## src/rtl/ysyx_25080202_mem_arbiter_pkg.sv

```systemverilog
// ---------------------------------------------------------------------------
// ysyx_25080202_pkg
// Shared types and constants for the IFU/LSU memory arbiter.
//   arb_state_e      : arbiter FSM states (IDLE, ISSUE, WAIT)
//   owner_e          : which master owns the outstanding transaction
//   SIZE_*           : access size encodings carried on io_*_size
//   DEFAULT_ERR_DATA : read data returned when the memory side times out
// ---------------------------------------------------------------------------
package ysyx_25080202_pkg;

  typedef enum logic [1:0] {
    ST_IDLE  = 2'd0,
    ST_ISSUE = 2'd1,
    ST_WAIT  = 2'd2
  } arb_state_e;

  typedef enum logic {
    OWNER_IFU = 1'b0,
    OWNER_LSU = 1'b1
  } owner_e;

  localparam logic [1:0] SIZE_BYTE = 2'b00;
  localparam logic [1:0] SIZE_HALF = 2'b01;
  localparam logic [1:0] SIZE_WORD = 2'b10;

  localparam logic [31:0] DEFAULT_ERR_DATA = 32'hdeadbeef;

endpackage

```

## src/rtl/ysyx_25080202_mem_arbiter_if.sv

```systemverilog
// ---------------------------------------------------------------------------
// ysyx_25080202_mem_arbiter_if
// Bundles every handshake/bus signal around the arbiter.
//   io_ifu_* : fetch master request (reqValid, addr) and response (respValid, rdata)
//   io_lsu_* : load/store master request (reqValid, addr, wdata, wen, wmask, size)
//              and response (respValid, rdata)
//   io_mem_* : shared memory port, issue pulse + latched payload out,
//              response pulse + read data in
//   io_busy / io_timeout : arbiter status
// Modports:
//   slave  : the arbiter's view (takes master requests, drives the memory port)
//   master : the surrounding environment (requesters plus memory side)
// ---------------------------------------------------------------------------
interface ysyx_25080202_mem_arbiter_if #(
  parameter int ADDR_W = 32,
  parameter int DATA_W = 32
);

  logic              io_ifu_reqValid;
  logic [ADDR_W-1:0] io_ifu_addr;
  logic              io_ifu_respValid;
  logic [DATA_W-1:0] io_ifu_rdata;

  logic              io_lsu_reqValid;
  logic [ADDR_W-1:0] io_lsu_addr;
  logic [DATA_W-1:0] io_lsu_wdata;
  logic              io_lsu_wen;
  logic [3:0]        io_lsu_wmask;
  logic [1:0]        io_lsu_size;
  logic              io_lsu_respValid;
  logic [DATA_W-1:0] io_lsu_rdata;

  logic              io_mem_reqValid;
  logic [ADDR_W-1:0] io_mem_addr;
  logic              io_mem_wen;
  logic [DATA_W-1:0] io_mem_wdata;
  logic [3:0]        io_mem_wmask;
  logic [1:0]        io_mem_size;
  logic              io_mem_respValid;
  logic [DATA_W-1:0] io_mem_rdata;

  logic              io_busy;
  logic              io_timeout;

  modport slave (
    input  io_ifu_reqValid, io_ifu_addr,
    output io_ifu_respValid, io_ifu_rdata,
    input  io_lsu_reqValid, io_lsu_addr, io_lsu_wdata, io_lsu_wen, io_lsu_wmask, io_lsu_size,
    output io_lsu_respValid, io_lsu_rdata,
    output io_mem_reqValid, io_mem_addr, io_mem_wen, io_mem_wdata, io_mem_wmask, io_mem_size,
    input  io_mem_respValid, io_mem_rdata,
    output io_busy, io_timeout
  );

  modport master (
    output io_ifu_reqValid, io_ifu_addr,
    input  io_ifu_respValid, io_ifu_rdata,
    output io_lsu_reqValid, io_lsu_addr, io_lsu_wdata, io_lsu_wen, io_lsu_wmask, io_lsu_size,
    input  io_lsu_respValid, io_lsu_rdata,
    input  io_mem_reqValid, io_mem_addr, io_mem_wen, io_mem_wdata, io_mem_wmask, io_mem_size,
    output io_mem_respValid, io_mem_rdata,
    input  io_busy, io_timeout
  );

endinterface

```

## src/rtl/ysyx_25080202_mem_arbiter.sv

```systemverilog
// ---------------------------------------------------------------------------
// ysyx_25080202_mem_arbiter
// Shares one memory/MMIO request port between the IFU and the LSU. One
// transaction is outstanding at a time; simultaneous requests are granted
// round-robin, and a memory side that never answers is cut off after
// TIMEOUT_CYCLES with an ERR_DATA response.
// Ports:
//   clock   : rising-edge clock for all state
//   reset_n : asynchronous active-low reset
//   bus     : ysyx_25080202_mem_arbiter_if.slave (IFU, LSU and memory ports,
//             io_busy, io_timeout)
// ---------------------------------------------------------------------------
module ysyx_25080202_mem_arbiter
  import ysyx_25080202_pkg::*;
#(
  parameter int                ADDR_W         = 32,
  parameter int                DATA_W         = 32,
  parameter int                TIMEOUT_CYCLES = 1024,
  parameter logic [DATA_W-1:0] ERR_DATA       = DATA_W'(DEFAULT_ERR_DATA)
) (
  input logic                        clock,
  input logic                        reset_n,
  ysyx_25080202_mem_arbiter_if.slave bus
);

  localparam int              CNT_W     = $clog2(TIMEOUT_CYCLES + 1);
  localparam logic [CNT_W-1:0] CNT_LIMIT = CNT_W'(TIMEOUT_CYCLES);

  arb_state_e        state_q;
  owner_e            owner_q;
  owner_e            lastGrant_q;
  logic [ADDR_W-1:0] addr_q;
  logic              wen_q;
  logic [DATA_W-1:0] wdata_q;
  logic [3:0]        wmask_q;
  logic [1:0]        size_q;
  logic              memReqValid_q;
  logic              busy_q;
  logic [CNT_W-1:0]  cnt_q;

  logic [CNT_W-1:0]  cnt_d;
  owner_e            grant_d;
  logic              anyReq;
  logic              timeoutHit;
  logic              respFire;
  logic [DATA_W-1:0] respData;

  // Round-robin pick: a tie goes to whoever did not win last time; a lone
  // requester always wins. Only meaningful when at least one request is up.
  function automatic owner_e pickOwner(input logic ifuReq, input logic lsuReq,
                                       input owner_e lastGrant);
    owner_e pick;
    if (ifuReq && lsuReq) begin
      pick = (lastGrant == OWNER_IFU) ? OWNER_LSU : OWNER_IFU;
    end else if (lsuReq) begin
      pick = OWNER_LSU;
    end else begin
      pick = OWNER_IFU;
    end
    return pick;
  endfunction

  assign anyReq  = bus.io_ifu_reqValid | bus.io_lsu_reqValid;
  assign grant_d = pickOwner(bus.io_ifu_reqValid, bus.io_lsu_reqValid, lastGrant_q);

  // cnt_d is the number of WAIT cycles including the current one, so the
  // error response lands exactly TIMEOUT_CYCLES cycles after ISSUE.
  assign cnt_d      = cnt_q + 1'b1;
  assign timeoutHit = (state_q == ST_WAIT) && !bus.io_mem_respValid && (cnt_d == CNT_LIMIT);
  assign respFire   = (state_q == ST_WAIT) && (bus.io_mem_respValid || timeoutHit);
  assign respData   = bus.io_mem_respValid ? bus.io_mem_rdata : ERR_DATA;

  // Responses are combinational so the owner sees the memory data in the
  // same cycle it arrives; rdata is forced to zero whenever not responding.
  assign bus.io_ifu_respValid = respFire && (owner_q == OWNER_IFU);
  assign bus.io_lsu_respValid = respFire && (owner_q == OWNER_LSU);
  assign bus.io_ifu_rdata     = bus.io_ifu_respValid ? respData : '0;
  assign bus.io_lsu_rdata     = bus.io_lsu_respValid ? respData : '0;
  assign bus.io_timeout       = timeoutHit;

  assign bus.io_mem_reqValid = memReqValid_q;
  assign bus.io_mem_addr     = addr_q;
  assign bus.io_mem_wen      = wen_q;
  assign bus.io_mem_wdata    = wdata_q;
  assign bus.io_mem_wmask    = wmask_q;
  assign bus.io_mem_size     = size_q;
  assign bus.io_busy         = busy_q;

  // Arbiter FSM. The payload latch is only written on a grant, so later
  // requester changes cannot reach the memory port and the last payload
  // stays visible until the next grant. memReqValid_q and busy_q are
  // registered alongside the state so they track ISSUE / not-IDLE exactly.
  always_ff @(posedge clock or negedge reset_n) begin
    if (!reset_n) begin
      state_q       <= ST_IDLE;
      owner_q       <= OWNER_IFU;
      lastGrant_q   <= OWNER_IFU;
      addr_q        <= '0;
      wen_q         <= 1'b0;
      wdata_q       <= '0;
      wmask_q       <= 4'b0000;
      size_q        <= 2'b00;
      memReqValid_q <= 1'b0;
      busy_q        <= 1'b0;
      cnt_q         <= '0;
    end else begin
      memReqValid_q <= 1'b0;
      unique case (state_q)
        ST_IDLE: begin
          if (anyReq) begin
            owner_q       <= grant_d;
            lastGrant_q   <= grant_d;
            state_q       <= ST_ISSUE;
            memReqValid_q <= 1'b1;
            busy_q        <= 1'b1;
            if (grant_d == OWNER_LSU) begin
              addr_q  <= bus.io_lsu_addr;
              wen_q   <= bus.io_lsu_wen;
              wdata_q <= bus.io_lsu_wdata;
              wmask_q <= bus.io_lsu_wmask;
              size_q  <= bus.io_lsu_size;
            end else begin
              addr_q  <= bus.io_ifu_addr;
              wen_q   <= 1'b0;
              wdata_q <= '0;
              wmask_q <= 4'b0000;
              size_q  <= SIZE_WORD;
            end
          end
        end
        ST_ISSUE: begin
          cnt_q   <= '0;
          state_q <= ST_WAIT;
        end
        ST_WAIT: begin
          cnt_q <= cnt_d;
          if (respFire) begin
            state_q <= ST_IDLE;
            busy_q  <= 1'b0;
          end
        end
        default: begin
          state_q <= ST_IDLE;
          busy_q  <= 1'b0;
        end
      endcase
    end
  end

endmodule

```

## src/flat_wrapper.sv

```systemverilog
// flat-port wrapper written by rule: the top's interface ports become plain ports
module ysyx_25080202_mem_arbiter_flat import ysyx_25080202_pkg::*;
#(
  parameter int                ADDR_W         = 32,
  parameter int                DATA_W         = 32,
  parameter int                TIMEOUT_CYCLES = 1024,
  parameter logic [DATA_W-1:0] ERR_DATA       = DATA_W'(DEFAULT_ERR_DATA)
)
  (clock, reset_n, bus_io_ifu_reqValid, bus_io_ifu_addr, bus_io_ifu_respValid, bus_io_ifu_rdata, bus_io_lsu_reqValid, bus_io_lsu_addr, bus_io_lsu_wdata, bus_io_lsu_wen, bus_io_lsu_wmask, bus_io_lsu_size, bus_io_lsu_respValid, bus_io_lsu_rdata, bus_io_mem_reqValid, bus_io_mem_addr, bus_io_mem_wen, bus_io_mem_wdata, bus_io_mem_wmask, bus_io_mem_size, bus_io_mem_respValid, bus_io_mem_rdata, bus_io_busy, bus_io_timeout);
  ysyx_25080202_mem_arbiter_if #(.ADDR_W(ADDR_W), .DATA_W(DATA_W)) bus_i ();
  input logic clock;
  input logic reset_n;
  input wire logic [$bits(bus_i.io_ifu_reqValid)-1:0] bus_io_ifu_reqValid;
  input wire logic [$bits(bus_i.io_ifu_addr)-1:0] bus_io_ifu_addr;
  output wire logic [$bits(bus_i.io_ifu_respValid)-1:0] bus_io_ifu_respValid;
  output wire logic [$bits(bus_i.io_ifu_rdata)-1:0] bus_io_ifu_rdata;
  input wire logic [$bits(bus_i.io_lsu_reqValid)-1:0] bus_io_lsu_reqValid;
  input wire logic [$bits(bus_i.io_lsu_addr)-1:0] bus_io_lsu_addr;
  input wire logic [$bits(bus_i.io_lsu_wdata)-1:0] bus_io_lsu_wdata;
  input wire logic [$bits(bus_i.io_lsu_wen)-1:0] bus_io_lsu_wen;
  input wire logic [$bits(bus_i.io_lsu_wmask)-1:0] bus_io_lsu_wmask;
  input wire logic [$bits(bus_i.io_lsu_size)-1:0] bus_io_lsu_size;
  output wire logic [$bits(bus_i.io_lsu_respValid)-1:0] bus_io_lsu_respValid;
  output wire logic [$bits(bus_i.io_lsu_rdata)-1:0] bus_io_lsu_rdata;
  output wire logic [$bits(bus_i.io_mem_reqValid)-1:0] bus_io_mem_reqValid;
  output wire logic [$bits(bus_i.io_mem_addr)-1:0] bus_io_mem_addr;
  output wire logic [$bits(bus_i.io_mem_wen)-1:0] bus_io_mem_wen;
  output wire logic [$bits(bus_i.io_mem_wdata)-1:0] bus_io_mem_wdata;
  output wire logic [$bits(bus_i.io_mem_wmask)-1:0] bus_io_mem_wmask;
  output wire logic [$bits(bus_i.io_mem_size)-1:0] bus_io_mem_size;
  input wire logic [$bits(bus_i.io_mem_respValid)-1:0] bus_io_mem_respValid;
  input wire logic [$bits(bus_i.io_mem_rdata)-1:0] bus_io_mem_rdata;
  output wire logic [$bits(bus_i.io_busy)-1:0] bus_io_busy;
  output wire logic [$bits(bus_i.io_timeout)-1:0] bus_io_timeout;
  assign bus_i.io_ifu_reqValid = bus_io_ifu_reqValid;
  assign bus_i.io_ifu_addr = bus_io_ifu_addr;
  assign bus_io_ifu_respValid = bus_i.io_ifu_respValid;
  assign bus_io_ifu_rdata = bus_i.io_ifu_rdata;
  assign bus_i.io_lsu_reqValid = bus_io_lsu_reqValid;
  assign bus_i.io_lsu_addr = bus_io_lsu_addr;
  assign bus_i.io_lsu_wdata = bus_io_lsu_wdata;
  assign bus_i.io_lsu_wen = bus_io_lsu_wen;
  assign bus_i.io_lsu_wmask = bus_io_lsu_wmask;
  assign bus_i.io_lsu_size = bus_io_lsu_size;
  assign bus_io_lsu_respValid = bus_i.io_lsu_respValid;
  assign bus_io_lsu_rdata = bus_i.io_lsu_rdata;
  assign bus_io_mem_reqValid = bus_i.io_mem_reqValid;
  assign bus_io_mem_addr = bus_i.io_mem_addr;
  assign bus_io_mem_wen = bus_i.io_mem_wen;
  assign bus_io_mem_wdata = bus_i.io_mem_wdata;
  assign bus_io_mem_wmask = bus_i.io_mem_wmask;
  assign bus_io_mem_size = bus_i.io_mem_size;
  assign bus_i.io_mem_respValid = bus_io_mem_respValid;
  assign bus_i.io_mem_rdata = bus_io_mem_rdata;
  assign bus_io_busy = bus_i.io_busy;
  assign bus_io_timeout = bus_i.io_timeout;
  ysyx_25080202_mem_arbiter #(.ADDR_W(ADDR_W), .DATA_W(DATA_W), .TIMEOUT_CYCLES(TIMEOUT_CYCLES), .ERR_DATA(ERR_DATA)) u_core (.clock(clock), .reset_n(reset_n), .bus(bus_i));
endmodule
```

## config.mk

```make
export PLATFORM = sky130hd
export DESIGN_NAME = ysyx_25080202_mem_arbiter_flat
export DESIGN_NICKNAME = d
export VERILOG_FILES = /design/src/rtl/ysyx_25080202_mem_arbiter_pkg.sv /design/src/rtl/ysyx_25080202_mem_arbiter_if.sv /design/src/rtl/ysyx_25080202_mem_arbiter.sv /design/src/flat_wrapper.sv
export SDC_FILE = /design/constraint.sdc
export NUM_CORES = 1
export LEC_CHECK = 0
export CAP_MARGIN = 20
export CORE_UTILIZATION = 39
export CTS_BUF_LIST = sky130_fd_sc_hd__clkbuf_2 sky130_fd_sc_hd__clkbuf_4 sky130_fd_sc_hd__clkbuf_8
export DETAILED_ROUTE_END_ITERATION = 7
export PLACE_DENSITY_LB_ADDON = 0.05
export SLEW_MARGIN = 10
export SYNTH_ARGS = -nofsm -noshare
export SYNTH_HDL_FRONTEND = slang
export SYNTH_SLANG_ARGS = --single-unit
```

## constraint.sdc

```tcl
create_clock -name clock -period 2.7 [get_ports clock]
set_input_delay 0.405 -clock clock [delete_from_list [all_inputs] [get_ports clock]]
set_output_delay 0.405 -clock clock [all_outputs]
set_load 0.02 [all_outputs]
```

# == Yosys cells after proc, flatten, opt, wreduce, memory -nomap -nowiden ==
# Cells that the tools add are included.
# op_classes
add_sub_neg,1
eq_ne,5
muxes,20
bitwise,3
reduce_logical,13
# ops
operator,count
32-bit 2-to-1 mux,5
11-bit case mux with 2 select lines,1
"11-bit by 1-bit adder with 11-bit output, second input constant",1
"11-bit equality test, second input constant",1
1-bit 2-to-1 mux,8
1-bit logical AND,6
2-bit 2-to-1 mux,3
2-bit case mux with 3 select lines,1
4-bit 2-to-1 mux,1
"2-bit by 1-bit inequality test with 1-bit output, second input constant",2
2-bit AND reduction,2
1-bit case mux with 3 select lines,1
3-bit AND reduction,1
"2-bit by 1-bit equality test with 1-bit output, second input constant",1
"2-bit equality test, second input constant",1
2-bit logical NOT,1
1-bit inverter,2
2-bit nonzero test,1
1-bit logical NOT,1
1-bit logical OR,1
1-bit bitwise OR,1
# word_totals
reg_bits,87
in_bits,140
output_inout_bits,140

# == Logic depth before layout (Yosys ltp) ==
# logic_depth
word_depth,7
mapped_depth,9

# == Least setup slack after synthesis ==
# No wires, ideal clock.
# synth_path
path_kind,register to output
from,register u_core.state_q[0]
to,output port bus_io_lsu_rdata[10]
t_arrival_ns,2.096
required_ns,2.295
slack_ns,0.199
stages_incl_launch_ff,9
cell_sequence,dfrtp_1 inv_1 ha_1 and2b_1 nand3_1 nor3_2 a21oi_2 buf_2 nor3_1
# synth_via
elab_chain_len,7
# synth_rtl
element,line_no,rtl
"start, declared",ysyx_25080202_mem_arbiter.sv:29,arb_state_e state_q;
"start signal, assigned",ysyx_25080202_mem_arbiter.sv:95,state_q <= ST_IDLE;
"start signal, assigned",ysyx_25080202_mem_arbiter.sv:113,state_q <= ST_ISSUE;
"start signal, assigned",ysyx_25080202_mem_arbiter.sv:133,state_q <= ST_WAIT;
2-bit equality test (*),"ysyx_25080202_mem_arbiter.sv:69, ysyx_25080202_mem_arbiter.sv:70",
1-bit logical AND (2 in a row),ysyx_25080202_mem_arbiter.sv:69,assign timeoutHit = (state_q == ST_WAIT) && !bus.io_mem_respValid && (cnt_d == CNT_LIMIT);
1-bit logical OR,ysyx_25080202_mem_arbiter.sv:70,assign respFire = (state_q == ST_WAIT) && (bus.io_mem_respValid || timeoutHit);
1-bit logical AND (*),ysyx_25080202_mem_arbiter.sv:70,
1-bit logical AND (*),ysyx_25080202_mem_arbiter.sv:76,assign bus.io_lsu_respValid = respFire && (owner_q == OWNER_LSU);
32-bit 2-to-1 mux (*),ysyx_25080202_mem_arbiter.sv:78,assign bus.io_lsu_rdata = bus.io_lsu_respValid ? respData : '0;
"end, declared",flat_wrapper.sv:24,output wire logic [$bits(bus_i.io_lsu_rdata)-1:0] bus_io_lsu_rdata;
# Every way passes the cells marked *; elsewhere a longest branch is shown, timed or not.

# == Worst setup path in the final report ==
# layout_path
from,register u_core.cnt_q[0]
to,output port bus_io_ifu_rdata[6]
# layout_via
elab_chain_len,7
# layout_rtl
element,line_no,rtl
"start, declared",ysyx_25080202_mem_arbiter.sv:39,logic [CNT_W-1:0] cnt_q;
"start signal, assigned",ysyx_25080202_mem_arbiter.sv:136,cnt_q <= cnt_d;
11-bit by 1-bit adder with 11-bit output,ysyx_25080202_mem_arbiter.sv:68,assign cnt_d = cnt_q + 1'b1;
11-bit equality test,ysyx_25080202_mem_arbiter.sv:69,
1-bit logical AND,ysyx_25080202_mem_arbiter.sv:69,
1-bit logical OR,ysyx_25080202_mem_arbiter.sv:70,
1-bit logical AND,ysyx_25080202_mem_arbiter.sv:70,
1-bit logical AND,ysyx_25080202_mem_arbiter.sv:75,assign bus.io_ifu_respValid = respFire && (owner_q == OWNER_IFU);
32-bit 2-to-1 mux,ysyx_25080202_mem_arbiter.sv:77,assign bus.io_ifu_rdata = bus.io_ifu_respValid ? respData : '0;
"end, declared",flat_wrapper.sv:16,output wire logic [$bits(bus_i.io_ifu_rdata)-1:0] bus_io_ifu_rdata;
# Every way passes these cells.

==> summary.md <==
| Metric | Value |
|---|---|
| Status | finished, violations left |
| Failing checks | negative setup slack |
| Final hold vios | 0 |
| Hold Crit Class | input port to async pin |
| Vias in the first global route | 4649 |
| Share of the synthesized area in the top cell type | 45.55% |
| Synth Area per Inst | 9.978 sq um |
| Rel. slew slack | 55.15% |
| Syn Nets | 625 |
| Routed wire length | 15.27 mm |
| Cts bufs inserted | 9 |
| Fmax | 359.7 MHz |
| Worst path arrival time | 2.38 ns |
| CP Class | register to output port |
| Worst EP required | 2.30 ns |
| H-tree Lvls | 3 |
| Port Buf Inserts | 279 |
| Final Cycle Share | 103.0% |
| Pwr dens | 856.5 nW/um^2 |
| RSZ-0062 raised after global routing | true |
| Number of DRC markers in iteration 0 | 224 |
| Crit path capture type | output port |
| Row count | 40 |
| Post-synth EDFFs | 0 |
| Final max-slew violation count | 0 |
| Dominant cell type by area after synthesis | dfrtp_1 |
| Post-route ant nets | 0 |
| Reg power frac | 31.1% |
| Most common cell in the netlist | dfrtp_1 |
| Cells after Synth | 479 |
| Setup violations, final | 57 |
| TritonRoute pass-1 iters | 5 |
| Internal power | 4.012 mW |
| Setup ws final | -0.08010 ns |
| Max-Cap Viols | 0 |
| First-pass GRT wire length | 23.95 mm |
| Layout fillers | 995 |
| Commonest cells in the netlist | 87 x dfrtp_1, 52 x nand2_1, 39 x nor3_2 |
| Clock power share | 14.7% |
| Clock tree buffer depth | 2 |
| Chip Width | 112.7 microns |
| Dominant synthesized flop cell | dfrtp_1 |
| Share of cells above drive strength 1 | 22.16% |
| Slew @ Worst Pin | 0.6727 ns |
| Launch point of the critical path | u_core.cnt_q[0] |
| RR Startpoint | u_core.cnt_q[0] |
| Die Ht | 112.7 microns |
| Residual DRC count | 0 |
| Hold buffers post-CTS | 0 |
| Leak Pwr | 3.418 nW |
| Worst-path maximum fanout | 40 |
| Min Tclk post-route | 2.780 ns |
| Core area | 11960 sq um |
| Via Count | 4625 |
| TritonCTS clock tree | done |
| Fin Hold WS | 0.05013 ns |
| VDD IR max | 463.9 uV |
| NumNets Final | 899 |
| Detailed placement HPWL | 11.56 mm |
| Wirelength per Cell | 16.88 microns |
| Initial antenna violation count | 0 |
| Initial core utilization | 39.96% |
| Sink Count | 87 |
| Remaining Overflow, GRT | 0 |
| Gate power share | 54.2% |
| GP Congestion | 0.8210 |
| Pre-CTS WS | -0.3303 ns |
| Root Buffer | clkbuf_8 |
| ANT cells | 0 |
| Warnings, synthesis | 0 |
| Via density per instance | 5.110 |
| Distinct cell type count after synthesis | 47 |
| Layout area overhead | 64.71% |
| Worst skew pair latency | 0.37 ns |
| Post-synthesis async set-or-reset flop share | 100.0% |
| Largest net degree at the start of global routing | 51 |
| Sequential area share after synthesis | 45.55% |
| Synthesized area | 4780 sq um |
| Clock transition at path regs | 0.09 ns |
| Psw | 2.731 mW |
| Number of synthesized register bits | 87 |
| Gr usage total | 24.23% |
| Switching Share | 40.50% |
| Post-Route Skew | 0.01335 ns |
| Die area | 12700 sq um |
| Synth top area cells | dfrtp_1 46%, nor3_2 8.2%, a22o_1 7.0% |
| Startpoint types | register |
| I/O pin cnt | 280 |
-- cells in the final DEF, fill, tap and decap left out, types with 15 or more instances in the layout --
cell type        count
a22o_1              38
buf_2               31
buf_4               59
clkdlybuf4s50_1    211
dfrtp_1             87
inv_1               15
mux2i_1             33
nand2_1             52
nor2b_1             26
nor3_1              22
nor3_2              42
o21ai_0             38
-- path summary, 6_finish.rpt --
path / cells after the start / to / slack, ns
max: 8 / bus_io_ifu_rdata[6] / -0.08
min: 1 / u_core.cnt_q[4] / 0.05
max reg2reg: 8 / u_core.state_q[0] / 0.68
min reg2reg: 2 / u_core.bus.io_mem_addr[3] / 0.48
max in group asynchronous: 2 / u_core.state_q[0] / 1.98
min in group clock: 2 / u_core.bus.io_mem_addr[3] / 0.48
-- layout make-up --
cell class / instances / area (sq um) / share of cell area (%)
inverter: 15 / 56.30 / 0.7152
tap: 147 / 183.9 / 2.336
multi-input combinational: 331 / 2382 / 30.26
clock buffer: 13 / 172.7 / 2.193
sequential: 87 / 2177 / 27.65
timing repair buffer: 309 / 2853 / 36.24
clock inverter: 3 / 47.55 / 0.6039
-- per-stage QoR --
step / setup TNS, ns / util (%) / area (sq um) / total power [mW] / cells
floorplan: 0 / - / 4780 / 3.992 / 479
global placement: -14.97 / 65.50 / 7835 / 5.749 / 888
detailed placement: -17.87 / 65.50 / 7835 / 5.821 / 888
CTS: -6.143 / 65.90 / 7883 / 6.782 / 905
global route: -10.73 / 65.82 / 7873 / 7.139 / 905
finish: -2.666 / 65.82 / 7873 / 6.743 / 905
-- sequential cells by signal, summed over array words and instances, names as in the netlist --
name                        cells
u_core.owner_q                  1
u_core.bus.io_mem_wen           1
u_core.bus.io_mem_reqValid      1
u_core.bus.io_mem_wmask         4
u_core.bus.io_busy              1
u_core.bus.io_mem_wdata        32
u_core.cnt_q                   11
u_core.state_q                  2
u_core.bus.io_mem_addr         32
u_core.bus.io_mem_size          2
-- per-layer routing --
layer / vias to the layer above / part of all wire (%) / routed length [microns] / GRT usage [%]
li1: 2251 / - / - / -
met1: 2178 / 39 / 5922 / 26.81
met2: 167 / 51 / 7813 / 43.29
met3: 29 / 7.5 / 1149 / 8.356
met4: 0 / 2.5 / 387 / 8.267
met5: - / 0 / 0 / 0
-- worst max-delay path: stages, from the launching register on --
cell	delay (ns)
dfrtp_1	0.42
ha_4	0.20
and4_1	0.17
and4_1	0.19
o22a_2	0.27
a21oi_4	0.20
buf_12	0.25
nor3_2	0.09
buf_4	0.18
-- power groups by stage --
| stage | clock network [mW] | logic, mW | registers [mW] |
|---|---|---|---|
| finish | 0.994 | 3.65 | 2.10 |
| floorplan | 0 | 1.34 | 2.65 |
| global route | 1.08 | 3.90 | 2.16 |
| detailed placement | 0 | 3.72 | 2.10 |
| CTS | 1.02 | 3.67 | 2.10 |
| global placement | 0 | 3.66 | 2.09 |
-- cells by family after synthesis --
family	after synthesis	share of synthesized area [%]
and+or+nand+nor	179	22.93
AOI/OAI and AO/OA	108	15.84
DFF	87	45.55
buffers and inverters	61	6.283
muxes	33	6.911
adders and majority gates	6	1.571
xor gates and xnor gates	5	0.9164
-- what timing repair did --
item                       CTS  global route
gates resized for setup    254            87
setup endpoints to repair   67            67
pin swaps                    1             2
setup buffers                1             0
No activity file was read; power rests on OpenSTA's default activity.
